==> config.mk <==
export PLATFORM = sky130hd
export DESIGN_NAME = rtc_countdown_flat
export DESIGN_NICKNAME = d
export VERILOG_FILES = /design/src/rtl/rtc_countdown_if.sv /design/src/rtl/rtc_countdown.sv /design/src/flat_wrapper.sv
export SDC_FILE = /design/constraint.sdc
export NUM_CORES = 1
export LEC_CHECK = 0
export ABC_CLOCK_PERIOD_IN_PS = 4500
export BUFFER_PORTS_ARGS = -buffer_cell sky130_fd_sc_hd__buf_2
export CAP_MARGIN = 10
export CORE_ASPECT_RATIO = 1.5
export CORE_UTILIZATION = 55
export CTS_BUF_LIST = sky130_fd_sc_hd__clkbuf_4 sky130_fd_sc_hd__clkbuf_8
export CTS_CLUSTER_DIAMETER = 80
export DETAILED_ROUTE_END_ITERATION = 16
export GPL_TIMING_DRIVEN = 0
export PLACE_DENSITY_LB_ADDON = 0.3
export SYNTH_ARGS = -nofsm -noshare
export SYNTH_HDL_FRONTEND = slang
export SYNTH_SLANG_ARGS = --single-unit
==> constraint.sdc <==
create_clock -name i_clk -period 4.5 [get_ports i_clk]
set_clock_uncertainty 0.1 [all_clocks]
set_input_delay 0.45 -clock i_clk [delete_from_list [all_inputs] [get_ports i_clk]]
set_output_delay 0.45 -clock i_clk [all_outputs]
set_load 0.01 [all_outputs]
==> src/rtl/rtc_countdown_if.sv <==
// Command and status bundle between the RTC bus decode (master) and the
// countdown timer (slave).
interface rtc_countdown_if;
   logic [31:0] i_ckstep;
   logic        i_load;
   logic [23:0] i_load_value;
   logic        i_start;
   logic        i_stop;
   logic        i_clear_alarm;
   logic [23:0] o_value;
   logic        o_running;
   logic        o_alarm;

   modport master (
      output i_ckstep, i_load, i_load_value, i_start, i_stop, i_clear_alarm,
      input  o_value, o_running, o_alarm
   );
   modport slave (
      input  i_ckstep, i_load, i_load_value, i_start, i_stop, i_clear_alarm,
      output o_value, o_running, o_alarm
   );
endinterface

==> src/rtl/rtc_countdown.sv <==
// BCD MM:SS.cc countdown timer with 10 ms resolution, driven by a 48-bit
// fractional phase accumulator; stops (or reloads) at zero with a sticky alarm.
module rtc_countdown #(
   parameter bit OPT_AUTORELOAD = 1'b0
) (
   input  logic           i_clk,
   input  logic           i_reset_n,
   rtc_countdown_if.slave bus
);
   localparam int NDIG = 6;
   // Digit 0 is hundredths, digit 5 is tens of minutes.
   localparam logic [NDIG-1:0][3:0] LIM = {4'd5, 4'd9, 4'd5, 4'd9, 4'd9, 4'd9};

   typedef enum logic {IDLE, RUN} state_e;
   state_e state_q, state_d;

   logic [38:0]          step_q;
   logic [47:0]          acc_q, acc_d;
   logic [48:0]          sum;
   logic                 tick_q, tick_d;
   logic                 alarm_q, alarm_d;
   logic [NDIG-1:0][3:0] value_q, value_d;
   logic [NDIG-1:0][3:0] reload_q, reload_d;
   logic [NDIG-1:0][3:0] clamped, dec_val;
   logic [NDIG-1:0]      zero_dig;

   genvar g;
   generate
      for (g = 0; g < NDIG; g++) begin : g_dig
         logic brw;
         if (g == 0) begin : g_lsd
            assign brw = 1'b1;
         end else begin : g_upper
            // A digit borrows only when every digit below it is zero.
            assign brw = &zero_dig[g-1:0];
         end
         assign zero_dig[g] = (value_q[g] == 4'd0);
         assign clamped[g]  = (bus.i_load_value[g*4 +: 4] > LIM[g]) ? LIM[g]
                                                                   : bus.i_load_value[g*4 +: 4];
         assign dec_val[g]  = !brw        ? value_q[g] :
                              zero_dig[g] ? LIM[g]     : value_q[g] - 4'd1;
      end
   endgenerate

   assign sum = {1'b0, acc_q} + {10'd0, step_q};

   always_comb begin
      state_d  = state_q;
      value_d  = value_q;
      reload_d = reload_q;
      alarm_d  = alarm_q;
      acc_d    = acc_q;
      tick_d   = 1'b0;
      if (state_q == RUN) begin
         acc_d  = sum[47:0];
         tick_d = sum[48];
      end
      if (bus.i_clear_alarm) alarm_d = 1'b0;

      if (bus.i_load) begin
         value_d  = clamped;
         reload_d = clamped;
         state_d  = IDLE;
         alarm_d  = 1'b0;
         acc_d    = '0;
         tick_d   = 1'b0;
      end else if (bus.i_stop) begin
         state_d = IDLE;
      end else if (state_q == RUN) begin
         if (tick_q) begin
            if (dec_val == '0) begin
               // Reaching zero beats a same-cycle alarm clear.
               alarm_d = 1'b1;
               if (OPT_AUTORELOAD) begin
                  value_d = reload_q;
                  if (reload_q == '0) state_d = IDLE;
               end else begin
                  value_d = '0;
                  state_d = IDLE;
               end
            end else begin
               value_d = dec_val;
            end
         end
      end else if (bus.i_start && value_q != '0) begin
         state_d = RUN;
      end
   end

   always_ff @(posedge i_clk) begin
      if (!i_reset_n) begin
         state_q  <= IDLE;
         step_q   <= '0;
         acc_q    <= '0;
         tick_q   <= 1'b0;
         alarm_q  <= 1'b0;
         value_q  <= '0;
         reload_q <= '0;
      end else begin
         state_q  <= state_d;
         step_q   <= 39'(bus.i_ckstep) * 39'd100;
         acc_q    <= acc_d;
         tick_q   <= tick_d;
         alarm_q  <= alarm_d;
         value_q  <= value_d;
         reload_q <= reload_d;
      end
   end

   assign bus.o_value   = value_q;
   assign bus.o_running = (state_q == RUN);
   assign bus.o_alarm   = alarm_q;
endmodule
==> src/flat_wrapper.sv <==
// flat-port wrapper written by rule: the top's interface ports become plain ports
module rtc_countdown_flat 
#(
   parameter bit OPT_AUTORELOAD = 1'b0
)
  (i_clk, i_reset_n, bus_i_ckstep, bus_i_load, bus_i_load_value, bus_i_start, bus_i_stop, bus_i_clear_alarm, bus_o_value, bus_o_running, bus_o_alarm);
  rtc_countdown_if bus_i ();
  input  logic i_clk;
  input  logic i_reset_n;
  input wire logic [$bits(bus_i.i_ckstep)-1:0] bus_i_ckstep;
  input wire logic [$bits(bus_i.i_load)-1:0] bus_i_load;
  input wire logic [$bits(bus_i.i_load_value)-1:0] bus_i_load_value;
  input wire logic [$bits(bus_i.i_start)-1:0] bus_i_start;
  input wire logic [$bits(bus_i.i_stop)-1:0] bus_i_stop;
  input wire logic [$bits(bus_i.i_clear_alarm)-1:0] bus_i_clear_alarm;
  output wire logic [$bits(bus_i.o_value)-1:0] bus_o_value;
  output wire logic [$bits(bus_i.o_running)-1:0] bus_o_running;
  output wire logic [$bits(bus_i.o_alarm)-1:0] bus_o_alarm;
  assign bus_i.i_ckstep = bus_i_ckstep;
  assign bus_i.i_load = bus_i_load;
  assign bus_i.i_load_value = bus_i_load_value;
  assign bus_i.i_start = bus_i_start;
  assign bus_i.i_stop = bus_i_stop;
  assign bus_i.i_clear_alarm = bus_i_clear_alarm;
  assign bus_o_value = bus_i.o_value;
  assign bus_o_running = bus_i.o_running;
  assign bus_o_alarm = bus_i.o_alarm;
  rtc_countdown #(.OPT_AUTORELOAD(OPT_AUTORELOAD)) u_core (.i_clk(i_clk), .i_reset_n(i_reset_n), .bus(bus_i));
endmodule
# After elaboration in Yosys (flattened, before gate mapping)
# Cells that the tools add are included.
# word_totals
word_cells	79
latchBits	0
out_inout_bits	26
mem_bits_rw	0
input_bits	62
rom_bits	0
register_bits	114
n_memories	0
# classes
n_eq_ne	1
n_mul	1
add_sub_neg	7
bitwise_logic	2
n_mux	31
n_div	0
n_lt_le_gt_ge	6
shifts	0
reduce_logical	19
# op_table
op	n
$mux 24	5
$mux 4	17
$add 48x39->49	1
$mul 32x5->37 const B	1
$logic_not 24->1	1
$logic_not 4->1	6
$reduce_bool 24->1	1
$sub 4x1->4 const B	6
$gt 4x4->1 const B	4
$mux 1	9
$gt 4x3->1 const B	2
$reduce_and 3->1	2
$reduce_or 3->1	2
$reduce_and 5->1	1
$reduce_and 4->1	1
$reduce_bool 2->1	2
$ne 2x2->1 const B	1
$not 1->1	2
$reduce_and 2->1	1
$reduce_or 2->1	1
$logic_and 1x1->1	1

# Logic depth before layout (Yosys ltp)
# Gate-level depths: netlist of the first run.
# depth
word_depth	9
mapped_depth	16
ltp_nobuf	15

# Worst setup path after synthesis of the first run
# OpenSTA, ideal clock, no wires.
# synth_path
path_type	in2reg
from	input bus_i_ckstep[8]
to	register u_core.step_q[37]
t_arrival_ps	3617
path_stages	14
setup_ps	128
path_buffers	0
path_slack_ps	655
required_ps	4272
cell_sequence	ha_1 ha_1 inv_1 fa_1 inv_1 ha_1 and3_1 nand2_1 o31a_1 o41ai_4 a31oi_1 o41ai_2 xnor2_1 nor2_1
# synth_via
elab_chain_cells	1
# synth_lines
element	line	text
start, declared	flat_wrapper.sv:10	input wire logic [$bits(bus_i.i_ckstep)-1:0] bus_i_ckstep;
$mul 32x5->37	rtc_countdown.sv:101	step_q <= 39'(bus.i_ckstep) * 39'd100;
end signal, assigned	rtc_countdown.sv:101	
end, declared	rtc_countdown.sv:17	logic [38:0] step_q;
# Every way passes these cells.
# A chain may end at the register's enable or synchronous reset.

# Worst setup path after layout of the first run
# layout_path
from	input bus_i_ckstep[3]
to	register u_core.step_q[38]
# Same word-level chain as after synthesis.

==> results of run 1 <==
-- state kept, by name, summed over array words and instances, names as in the netlist --
register              flops
u_core.bus.o_value       24
u_core.bus.o_running      1
u_core.bus.o_alarm        1
u_core.tick_q             1
u_core.step_q            37
u_core.acc_q             46
-- power groups by stage --
stage               sequential (mW)  combinational (mW)  clock [mW]
global placement               1.18                1.51           0
finish                         1.16                1.55       0.678
global route                   1.17                1.77       0.732
detailed placement             1.19                1.54           0
floorplan                      1.17                1.23           0
CTS                            1.16                1.56       0.688
-- how the worst max path moves through the flow --
stage | from | end | cells past startpoint
floorplan | bus_i_ckstep[8] | u_core.step_q[37]$_SDFF_PN0_ | 14
global placement | bus_i_ckstep[3] | u_core.step_q[38]$_SDFF_PN0_ | 16
detailed placement | bus_i_ckstep[3] | u_core.step_q[38]$_SDFF_PN0_ | 16
CTS | bus_i_ckstep[3] | u_core.step_q[38]$_SDFF_PN0_ | 16
global route | bus_i_ckstep[3] | u_core.step_q[38]$_SDFF_PN0_ | 16
finish | bus_i_ckstep[3] | u_core.step_q[38]$_SDFF_PN0_ | 16
-- worst register-to-register path: stages (launching register included) --
cell and delay, ns:
dfxtp_1 0.33, ha_1 0.24, fa_1 0.42, a21oi_1 0.18, nand4b_2 0.19, a31oi_4 0.13, a41oi_2 0.34, o31a_1 0.28
a21oi_2 0.11, o41ai_4 0.48, o21ai_0 0.18, a21oi_1 0.14
-- Yosys cell counts (10+ instances only) --
library cell / number / area, sq um
mux2i_1: 21 / 210
clkbuf_1: 22 / 82.6
a211oi_1: 19 / 143
a31oi_1: 10 / 62.6
a21oi_1: 95 / 475
nor3_1: 27 / 135
o21a_1: 19 / 143
dfxtp_1: 110 / 2200
inv_1: 115 / 432
a21o_1: 30 / 225
ha_1: 138 / 1730
and3_1: 16 / 100
xor2_1: 28 / 245
nand3_1: 25 / 125
xnor2_1: 42 / 368
nor2b_1: 11 / 68.8
fa_1: 28 / 561
and2_1: 35 / 219
o21ai_0: 58 / 290
nand2_1: 74 / 278
nor2_1: 98 / 368
-- kinds of logic after synthesis --
logic type,count (synthesis)
adder cells (fa/ha/maj),166
multiplexers,21
flip-flops,110
XOR/XNOR,70
AO/OA/AOI/OAI,285
buffers and inverters,143
AND/OR/NAND/NOR,334
-- stage by stage --
step | std cells | area [sq um] | hold WS [ns]
after floorplan | 1129 | 9360 | 0.319
after global placement | 1426 | 10100 | 0.339
after detailed placement | 1426 | 10100 | 0.345
after CTS | 1442 | 10300 | 0.139
after global routing | 1442 | 10300 | 0.155
final | 1442 | 10300 | 0.149
-- metal layers --
| layer | wire length [um] | up-vias | part of all wire |
|---|---|---|---|
| li1 | - | 4152 | - |
| met4 | 701 | 0 | 0.034 |
| met3 | 545 | 34 | 0.027 |
| met5 | 0 | - | 0 |
| met1 | 8450 | 3704 | 0.41 |
| met2 | 10700 | 145 | 0.52 |
-- layout make-up --
type | count | area, sq um | area share
Multi-Input combinational cell | 876 | 6620 | 0.643
Sequential cell | 110 | 2200 | 0.214
Timing Repair Buffer | 87 | 435 | 0.0423
Inverter | 116 | 435 | 0.0423
Tap cell | 210 | 263 | 0.0255
Clock buffer | 10 | 138 | 0.0134
Buffer | 27 | 103 | 0.00997
Clock inverter | 6 | 93.8 | 0.00912
==> qor.csv, run 1 <==
stage;metric;value;unit
run_status;outcome;complete, no violations;
die;die footprint;17500;sq um
global_routing;GR Util met1;0.252;
critical_path;Crit. End Element;flip-flop;
route;drc violations;0;
critical_path;Critical-path top delay cell;fa_1;
critical_path;crit path max fanout;5;
global_routing;M2 GR Usage;0.464;
yosys;YS warnings;0;
power;switching power;1.27;mW
route;routed vias;8035;
clock_tree;# Post-CTS Setup Buffers;0;
critical_path;Setup crit start kind;input pin;
layout;Filler Cells Inserted;1549;
yosys;main flop type after synthesis;dfxtp_1;
clock_tree;CTS tree;built;
min_path;Worst Hold End;u_core.bus.o_running$_SDFF_PP0_;
yosys;Avg Inst Size Synth;8.29;sq um
placement;gpl congestion;0.908;
clock_tree;Clock Tree Root;clkbuf_8;
yosys;#FFs+latches synth;110;
yosys;Post-Syn Nets;1357;
die;initial core utilization;0.561;
clock_tree;clk slew on worst S/H paths;0.11;ns
placement;pre-CTS setup slack;-0.0387;ns
global_routing;initial antenna violation count;0;
yosys;XOR/XNOR share of the synthesized area;0.0655;
sta;final hold violations;0;
global_routing;number of global-route vias before repair;7716;
clock_tree;sinks on the clock net;110;
yosys;Synth Area in Compound Gates;0.198;
die;Core Region;16700;sq um
sta;minimum clock period;4.10;ns
power;Sequential Power Share;0.343;
sta;Final setup viols;0;
clock_tree;post_cts resized;0;
die;width of the die;108;um
power;Clk pwr share;0.200;
yosys;multiplexer share of the synthesized area;0.0225;
power;Tot Pwr;3.39;mW
yosys;post-synthesis cell area;9360;sq um
route;TritonRoute pass-1 iters;5;
min_path;Hold Path Origin;bus_i_stop;
global_routing;Most Crowded Layer GR;met2;
sta;unrepaired setup endpoints after global routing;no;
global_routing;grt met3 use;0.0229;
clock_tree;Worst-Skew Late Latency;0.39;ns
power;Static Leak;4.96;nW
sta;Setup WS post-layout;0.403;ns
route;wirelength, routed;20400;um
critical_path;WP data arrival;4.28;ns
critical_path;Top delay family on crit path;compound AO/OA/AOI/OAI gates;
placement;dpl hpwl;16700;um
critical_path;crit path cell chain;buf_2, ha_1, ha_1, inv_1, fa_1, inv_1, ha_1, o21ai_0, o21ai_0, nand3_1, a31oi_1, o22ai_1, o21ai_0, a31o_2, a21oi_1, a311o_1;
yosys;main combinational cell family by area after synthesis;adder cells;
clock_tree;CTS Hold Bufs;0;
critical_path;FF-to-FF End;u_core.acc_q[44]$_SDFFE_PP0P_;
die;Die Height;162;um
placement;Port Buffers;87;
yosys;count of cell types in the netlist;67;
yosys;Post-synth EDFFs;0;
clock_tree;Inserted Clock Buffers;9;
power;Worst VDD drop;0.157;mV
yosys;Seq/Total Area, Yosys;0.235;
critical_path;Reg2Reg Launch Point;u_core.acc_q[2]$_SDFFE_PP0P_;
yosys;Synth Instances;1129;
layout;# diodes;0;
layout;share of cells above drive strength 1;0.101;
sta;Final Slew Violations;0;
min_path;WHS Path Cells;2;
sta;Worst Tran Pin Value;0.935;ns
sta;fmax;0.244;GHz
critical_path;Bufs and invs on worst path;3;
layout;most frequent cells in the layout;ha_1, inv_1, dfxtp_1, nor2_1, a21oi_1;
critical_path;crit-path max cell delay;0.50;ns
clock_tree;CTS H-tree depth;3;
sta;Setup TNS;0;ns
die;# rows;58;
critical_path;Critical Path RT;4.69;ns
die;Top Ports;88;
global_routing;first-pass GRT wire length;33800;um
power;power share of the combinational group;0.457;
yosys;Synth async-reset ratio;0;
route;per-cell routed wire length;14.1;um
critical_path;FF-to-FF setup slack;1.32;ns
yosys;Synth Area in Simple Gates;0.177;
yosys;Adder-Cell Fraction of Synth Area;0.244;
power;Sw Ratio;0.375;
layout;most common cell after layout, fill and taps aside;ha_1;
power;cell-internal power;2.12;mW
layout;area grow syn2layout;9.94;%
global_routing;Global Route Usage Sum;0.238;
route;ANT nets after route;0;
clock_tree;clock buffer depth;2;
layout;post-layout util;0.616;
sta;Rel. slew slack;0.376;
route;Vias/cell;5.57;
min_path;Hold Crit Class;in -> reg;
flow_run;Max-Cap Viols;0;
sta;Tcrit/Tclk final;0.910;
global_routing;largest net degree at the start of global routing;19;
critical_path;crit path kind;in -> reg;
critical_path;Reg2Reg Depth;11;
layout;fin nets;1455;
route;DR iter-0 viols;397;
global_routing;total grt overflow;0;
power;PwrDens;330;nW/um^2
No activity file was read; power rests on OpenSTA's default activity.
==> run 2: changes to the inputs <==
--- a/config.mk
+++ b/config.mk
@@ -8,7 +8,6 @@
 export ABC_CLOCK_PERIOD_IN_PS = 4500
 export BUFFER_PORTS_ARGS = -buffer_cell sky130_fd_sc_hd__buf_2
 export CAP_MARGIN = 10
-export CORE_ASPECT_RATIO = 1.5
 export CORE_UTILIZATION = 55
 export CTS_BUF_LIST = sky130_fd_sc_hd__clkbuf_4 sky130_fd_sc_hd__clkbuf_8
 export CTS_CLUSTER_DIAMETER = 80
==> run 2 against run 1 <==
Effect of this change: die area about the same; combinational power hardly changed; fmax shrank 0.85%; clock power decreased by 9.3%; core utilization grew 0.30 points; sequential cell count unchanged; first-iteration DRC count is 6.0% higher; register-to-register slack about the same.
==> qor.csv, run 2 (synthesis gave the netlist of run 1 again) <==
stage;metric;value;unit;change
run_status;outcome;complete, no violations;;
layout;area grow syn2layout;9.76;%;
sta;unrepaired setup endpoints after global routing;no;;
min_path;Hold Crit Class;in -> reg;;
global_routing;initial antenna violation count;1;;+1
layout;share of cells above drive strength 1;0.101;;-0.000730
layout;# diodes;0;;unchanged
die;width of the die;132;um;+22%
layout;number of flip-flops in the largest register;46;;unchanged
power;Clk pwr share;0.184;;-0.016
power;power share of the combinational group;0.466;;+0.009
layout;most frequent cells in the layout;ha_1, inv_1, dfxtp_1, nor2_1, a21oi_1;;
clock_tree;# Post-CTS Setup Buffers;0;;unchanged
sta;Setup TNS;0;ns;unchanged
clock_tree;CTS Hold Bufs;0;;unchanged
sta;fmax;0.242;GHz;-0.85%
placement;Port Buffers;87;;unchanged
layout;post-layout util;0.619;;+0.00302
power;Worst VDD drop;0.171;mV;+8.9%
die;Die Height;132;um;-18%
sta;Rel. slew slack;0.393;;+0.0164
power;cell-internal power;2.08;mW;-1.9%
clock_tree;Clock Tree Root;clkbuf_8;;
flow_run;Max-Cap Viols;0;;unchanged
layout;post-layout instance area;10300;sq um;-0.16%
global_routing;largest net degree at the start of global routing;17;;-2
critical_path;crit path max fanout;5;;unchanged
sta;Final setup viols;0;;unchanged
power;Sw Ratio;0.377;;+0.00222
layout;Largest Register;u_core.acc_q;;
clock_tree;Worst-Skew Late Latency;0.39;ns;about the same
layout;fin nets;1455;;unchanged
clock_tree;sinks on the clock net;110;;unchanged
global_routing;first-pass GRT wire length;34400;um;+1.8%
clock_tree;CTS H-tree depth;3;;unchanged
layout;Filler Cells Inserted;1526;;-1.5%
die;die footprint;17500;sq um;about the same
critical_path;Critical Path RT;4.66;ns;-0.03 ns
global_routing;Global Route Usage Sum;0.236;;-0.00195
critical_path;Crit. End Element;flip-flop;;
route;routed vias;8005;;-0.37%
sta;minimum clock period;4.13;ns;+0.0351 ns
clock_tree;CTS tree;built;;
power;Tot Pwr;3.34;mW;-1.5%
power;switching power;1.26;mW;-0.94%
die;initial core utilization;0.564;;+0.00364
power;Static Leak;4.95;nW;-0.15%
power;Sequential Power Share;0.349;;+0.006
die;Top Ports;88;;unchanged
power;PwrDens;325;nW/um^2;-1.4%
placement;Inst Count DP;1436;;+0.70%
die;Core Region;16600;sq um;-0.64%
sta;Final Slew Violations;0;;unchanged
global_routing;number of global-route vias before repair;7583;;-1.7%
route;Vias/cell;5.52;;-0.99%
die;# rows;47;;-19%
critical_path;Setup crit start kind;input pin;;
global_routing;total grt overflow;0;;unchanged
placement;gpl congestion;0.869;;-4.3%
layout;Finished Layout Cells;1451;;+0.62%
route;per-cell routed wire length;14.0;um;-1.1%
route;wirelength, routed;20300;um;-0.51%
route;drc violations;0;;unchanged
placement;Area after DPL;10100;sq um;+0.13%
clock_tree;post_cts resized;0;;unchanged
route;ANT nets after route;0;;unchanged
clock_tree;clock buffer depth;2;;unchanged
placement;dpl hpwl;16200;um;-2.7%
sta;final hold violations;0;;unchanged
layout;most common cell after layout, fill and taps aside;ha_1;;
route;TritonRoute pass-1 iters;5;;unchanged
sta;Worst Tran Pin Value;0.911;ns;-0.0246 ns
sta;Tcrit/Tclk final;0.918;;+0.00780
critical_path;WP data arrival;4.29;ns;about the same
clock_tree;Inserted Clock Buffers;9;;unchanged
critical_path;crit path kind;in -> reg;;
route;DR iter-0 viols;421;;+6.0%
clock_tree;clk slew on worst S/H paths;0.10;ns;about the same
run 2: worst paths after layout:
kind / slack (ns) / start / cells after the start / end
worst min register to register: 0.36 / u_core.acc_q[47]$_SDFFE_PP0P_ / 2 / u_core.tick_q$_SDFF_PP0_
worst min-delay path: 0.15 / bus_i_stop / 2 / u_core.bus.o_running$_SDFF_PP0_
worst max register to register: 1.31 / u_core.acc_q[2]$_SDFFE_PP0P_ / 11 / u_core.acc_q[44]$_SDFFE_PP0P_
worst max-delay path: 0.37 / bus_i_ckstep[3] / 16 / u_core.step_q[38]$_SDFF_PN0_
run 2: metrics by stage:
stage | setup WS (ns) | hold slack [ns]
after floorplan | 0.655 | 0.319
after global placement | 0.0650 | 0.324
after detailed placement | 0.00633 | 0.335
after CTS | 0.393 | 0.144
after global routing | 0.182 | 0.147
final | 0.368 | 0.150
run 2: critical path: stages:
cell and delay [ns]:
buf_2 0.13, ha_1 0.29, ha_1 0.27, inv_1 0.05, fa_1 0.49, inv_1 0.04, ha_1 0.38, o21ai_0 0.12
o21ai_0 0.39, nand3_1 0.22, a31oi_1 0.36, o22ai_1 0.19, o21ai_0 0.30, a31o_2 0.25, a21oi_1 0.07, a311o_1 0.28
run 2: power by group through the flow:
stage / Sequential, mW / Clock (mW) / Combinational, mW
detailed placement: 1.19 / 0 / 1.55
CTS: 1.17 / 0.625 / 1.56
finish: 1.17 / 0.615 / 1.56
floorplan: 1.17 / 0 / 1.23
global route: 1.18 / 0.663 / 1.77
global placement: 1.19 / 0 / 1.51
run 2: routing by layer:
metal	GRT usage	part of all wire	up-vias	routed length, um
met5	0	0	-	0
met4	0.0760	0.017	0	348
met3	0.0280	0.041	26	827
met2	0.402	0.46	159	9310
met1	0.312	0.48	3665	9780
li1	-	-	4155	-
run 2: cell type report:
class | count | area, sq um | share of cell area
multi-input combinational | 876 | 6620 | 0.644
sequential | 110 | 2200 | 0.214
timing repair buffer | 87 | 435 | 0.0424
inverter | 116 | 435 | 0.0424
tap | 220 | 275 | 0.0268
clock buffer | 12 | 159 | 0.0155
buffer | 27 | 103 | 0.00999
clock inverter | 3 | 43.8 | 0.00426
==> run 3: changes to the inputs <==
--- a/config.mk
+++ b/config.mk
@@ -8,12 +8,14 @@
 export ABC_CLOCK_PERIOD_IN_PS = 4500
 export BUFFER_PORTS_ARGS = -buffer_cell sky130_fd_sc_hd__buf_2
 export CAP_MARGIN = 10
+export CORE_MARGIN = 4
 export CORE_UTILIZATION = 55
 export CTS_BUF_LIST = sky130_fd_sc_hd__clkbuf_4 sky130_fd_sc_hd__clkbuf_8
 export CTS_CLUSTER_DIAMETER = 80
 export DETAILED_ROUTE_END_ITERATION = 16
 export GPL_TIMING_DRIVEN = 0
 export PLACE_DENSITY_LB_ADDON = 0.3
+export RECOVER_POWER = 50
 export SYNTH_ARGS = -nofsm -noshare
 export SYNTH_HDL_FRONTEND = slang
 export SYNTH_SLANG_ARGS = --single-unit
==> run 3 against run 2 <==
Effect of this change: wire length grew 0.44%; non-clock buffer count stayed put; worst setup slack better by 0.00093 ns; sequential power is essentially flat; highest routed layer unchanged.
==> qor.csv, run 3 (synthesis gave the netlist of run 1 again) <==
stage;metric;value;unit;change
sta;final hold violations;0;;unchanged
critical_path;crit path kind;in -> reg;;
placement;Inst Count DP;1436;;unchanged
global_routing;grt met3 use;0.0276;;-0.000345
placement;Port Buffers;87;;unchanged
global_routing;Most Crowded Layer GR;met2;;
sta;Worst Tran Pin Value;0.927;ns;+0.0161 ns
flow_run;Max-Cap Viols;0;;unchanged
sta;unrepaired setup endpoints after global routing;no;;
critical_path;WP data arrival;4.31;ns;+0.02 ns
sta;Setup WS post-layout;0.369;ns;+0.000929 ns
min_path;Hold Path Origin;bus_i_stop;;
global_routing;Global Route Usage Sum;0.214;;-0.0226
clock_tree;sinks on the clock net;110;;unchanged
route;routed vias;8096;;+1.1%
layout;Finished Layout Cells;1452;;+0.069%
run_status;outcome;complete, no violations;;
global_routing;first-pass GRT wire length;35600;um;+3.4%
critical_path;FF-to-FF setup slack;1.14;ns;-0.17 ns
min_path;WHS Path Cells;2;;unchanged
route;Vias/cell;5.58;;+1.1%
critical_path;Reg2Reg Depth;11;;unchanged
global_routing;total grt overflow;0;;unchanged
clock_tree;CTS Hold Bufs;0;;unchanged
route;per-cell routed wire length;14.0;um;+0.37%
clock_tree;post_cts resized;0;;unchanged
clock_tree;CTS H-tree depth;3;;unchanged
layout;most frequent cells in the layout;ha_1, inv_1, dfxtp_1, nor2_1, a21oi_1;;
clock_tree;# Post-CTS Setup Buffers;0;;unchanged
sta;minimum clock period;4.13;ns;-0.000929 ns
layout;fin nets;1455;;unchanged
die;initial core utilization;0.562;;-0.00199
die;Top Ports;88;;unchanged
route;DR iter-0 viols;467;;+11%
global_routing;M2 GR Usage;0.354;;-0.0480
power;Worst VDD drop;0.150;mV;-12%
critical_path;Crit. End Element;flip-flop;;
critical_path;Reg2Reg Launch Point;u_core.acc_q[2]$_SDFFE_PP0P_;;
critical_path;FF-to-FF End;u_core.acc_q[46]$_SDFFE_PP0P_;;
clock_tree;Clock Tree Root;clkbuf_8;;
placement;pre-CTS setup slack;-0.0162;ns;-0.0225 ns
global_routing;largest net degree at the start of global routing;19;;+2
critical_path;Critical Path RT;4.68;ns;+0.02 ns
power;Tot Pwr;3.38;mW;+1.2%
sta;Final setup viols;0;;unchanged
global_routing;GR Util met1;0.299;;-0.0130
sta;Tcrit/Tclk final;0.918;;about the same
layout;most common cell after layout, fill and taps aside;ha_1;;
layout;share of cells above drive strength 1;0.0739;;-0.0269
clock_tree;CTS tree;built;;
critical_path;crit path max fanout;5;;unchanged
global_routing;initial antenna violation count;0;;-1
die;# rows;47;;unchanged
min_path;Hold Crit Class;in -> reg;;
route;wirelength, routed;20400;um;+0.44%
layout;area grow syn2layout;9.07;%;
sta;hold slack;0.152;ns;+0.00180 ns
route;TritonRoute pass-1 iters;5;;unchanged
layout;# diodes;0;;unchanged
die;Die Height;138;um;+4.5%
clock_tree;clock buffer depth;2;;unchanged
die;Core Region;16600;sq um;+0.35%
layout;Largest Register;u_core.acc_q;;
global_routing;number of global-route vias before repair;7710;;+1.7%
die;width of the die;138;um;+4.5%
die;die footprint;19200;sq um;+9.3%
clock_tree;Inserted Clock Buffers;9;;unchanged
sta;Rel. slew slack;0.382;;-0.0107
sta;fmax;0.242;GHz;about the same
clock_tree;Worst-Skew Late Latency;0.39;ns;about the same
power;PwrDens;331;nW/um^2;+1.9%
sta;Final Slew Violations;0;;unchanged
route;ANT nets after route;0;;unchanged
route;drc violations;0;;unchanged
layout;number of flip-flops in the largest register;46;;unchanged
power;Static Leak;4.82;nW;-2.5%
min_path;Worst Hold End;u_core.bus.o_running$_SDFF_PP0_;;
layout;Filler Cells Inserted;1534;;+0.52%
placement;dpl hpwl;16400;um;+1.1%
critical_path;Setup crit start kind;input pin;;
clock_tree;clk slew on worst S/H paths;0.11;ns;about the same
placement;gpl congestion;0.900;;+3.6%
run 3: cell types whose count changed in the layout (fill, tap and decap cells not counted), moves of 2 or more:
cell,before,now
clkbuf_1,22,51
buf_2,88,60
and2_0,0,5
and2_1,35,30
clkbuf_8,11,9
clkinvlp_4,0,2
inv_6,0,2
nor4_1,3,5
run 3: metal layers:
layer	share of wire	wire length [um]	up-vias
li1	-	-	4151
met1	0.49	9920	3750
met2	0.45	9250	171
met3	0.043	867	24
met4	0.016	323	0
met5	0	0	-
run 3: final cells by class:
class                      count  area (sq um)  share of cell area
clock inverter                 6          92.6             0.00907
clock buffer                  10           131              0.0129
sequential                   110          2200               0.216
multi-input combinational    876          6570               0.643
inverter                     116           435              0.0427
buffer                        27           103              0.0101
tap                          220           275              0.0270
timing repair buffer          87           400              0.0392
run 3: how the worst max path moves through the flow:
stage	startpoint	cells after the start	slack (ns)	end
floorplan	bus_i_ckstep[8]	14	0.66	u_core.step_q[37]$_SDFF_PN0_
global placement	bus_i_ckstep[3]	16	0.07	u_core.step_q[38]$_SDFF_PN0_
detailed placement	bus_i_ckstep[3]	16	-0.02	u_core.step_q[38]$_SDFF_PN0_
CTS	bus_i_ckstep[3]	16	0.40	u_core.step_q[38]$_SDFF_PN0_
global route	bus_i_ckstep[3]	16	0.09	u_core.step_q[38]$_SDFF_PN0_
finish	bus_i_ckstep[3]	16	0.37	u_core.step_q[38]$_SDFF_PN0_
run 3: through the flow:
step	TNS [ns]	area, sq um	util
final	0	10200	0.613
after global routing	0	10200	0.613
after CTS	0	10300	0.618
after detailed placement	-0.0162	10100	0.605
after global placement	0	10100	0.605
after floorplan	0	9360	-
run 3: worst max-delay path, cell delays in order:
cell and delay [ns]:
buf_2 0.13, ha_1 0.30, ha_1 0.28, inv_1 0.05, fa_1 0.50, inv_1 0.04
ha_1 0.37, o21ai_0 0.12, o21ai_0 0.36, nand3_1 0.20, a31oi_1 0.37, o22ai_1 0.20
o21ai_0 0.31, a31o_2 0.25, a21oi_1 0.07, a311o_1 0.30
run 3: power breakdown:
| group | switching [mW] | internal (mW) |
|---|---|---|
| clock network | 0.348 | 0.324 |
| logic | 0.862 | 0.677 |
| registers | 0.0651 | 1.10 |
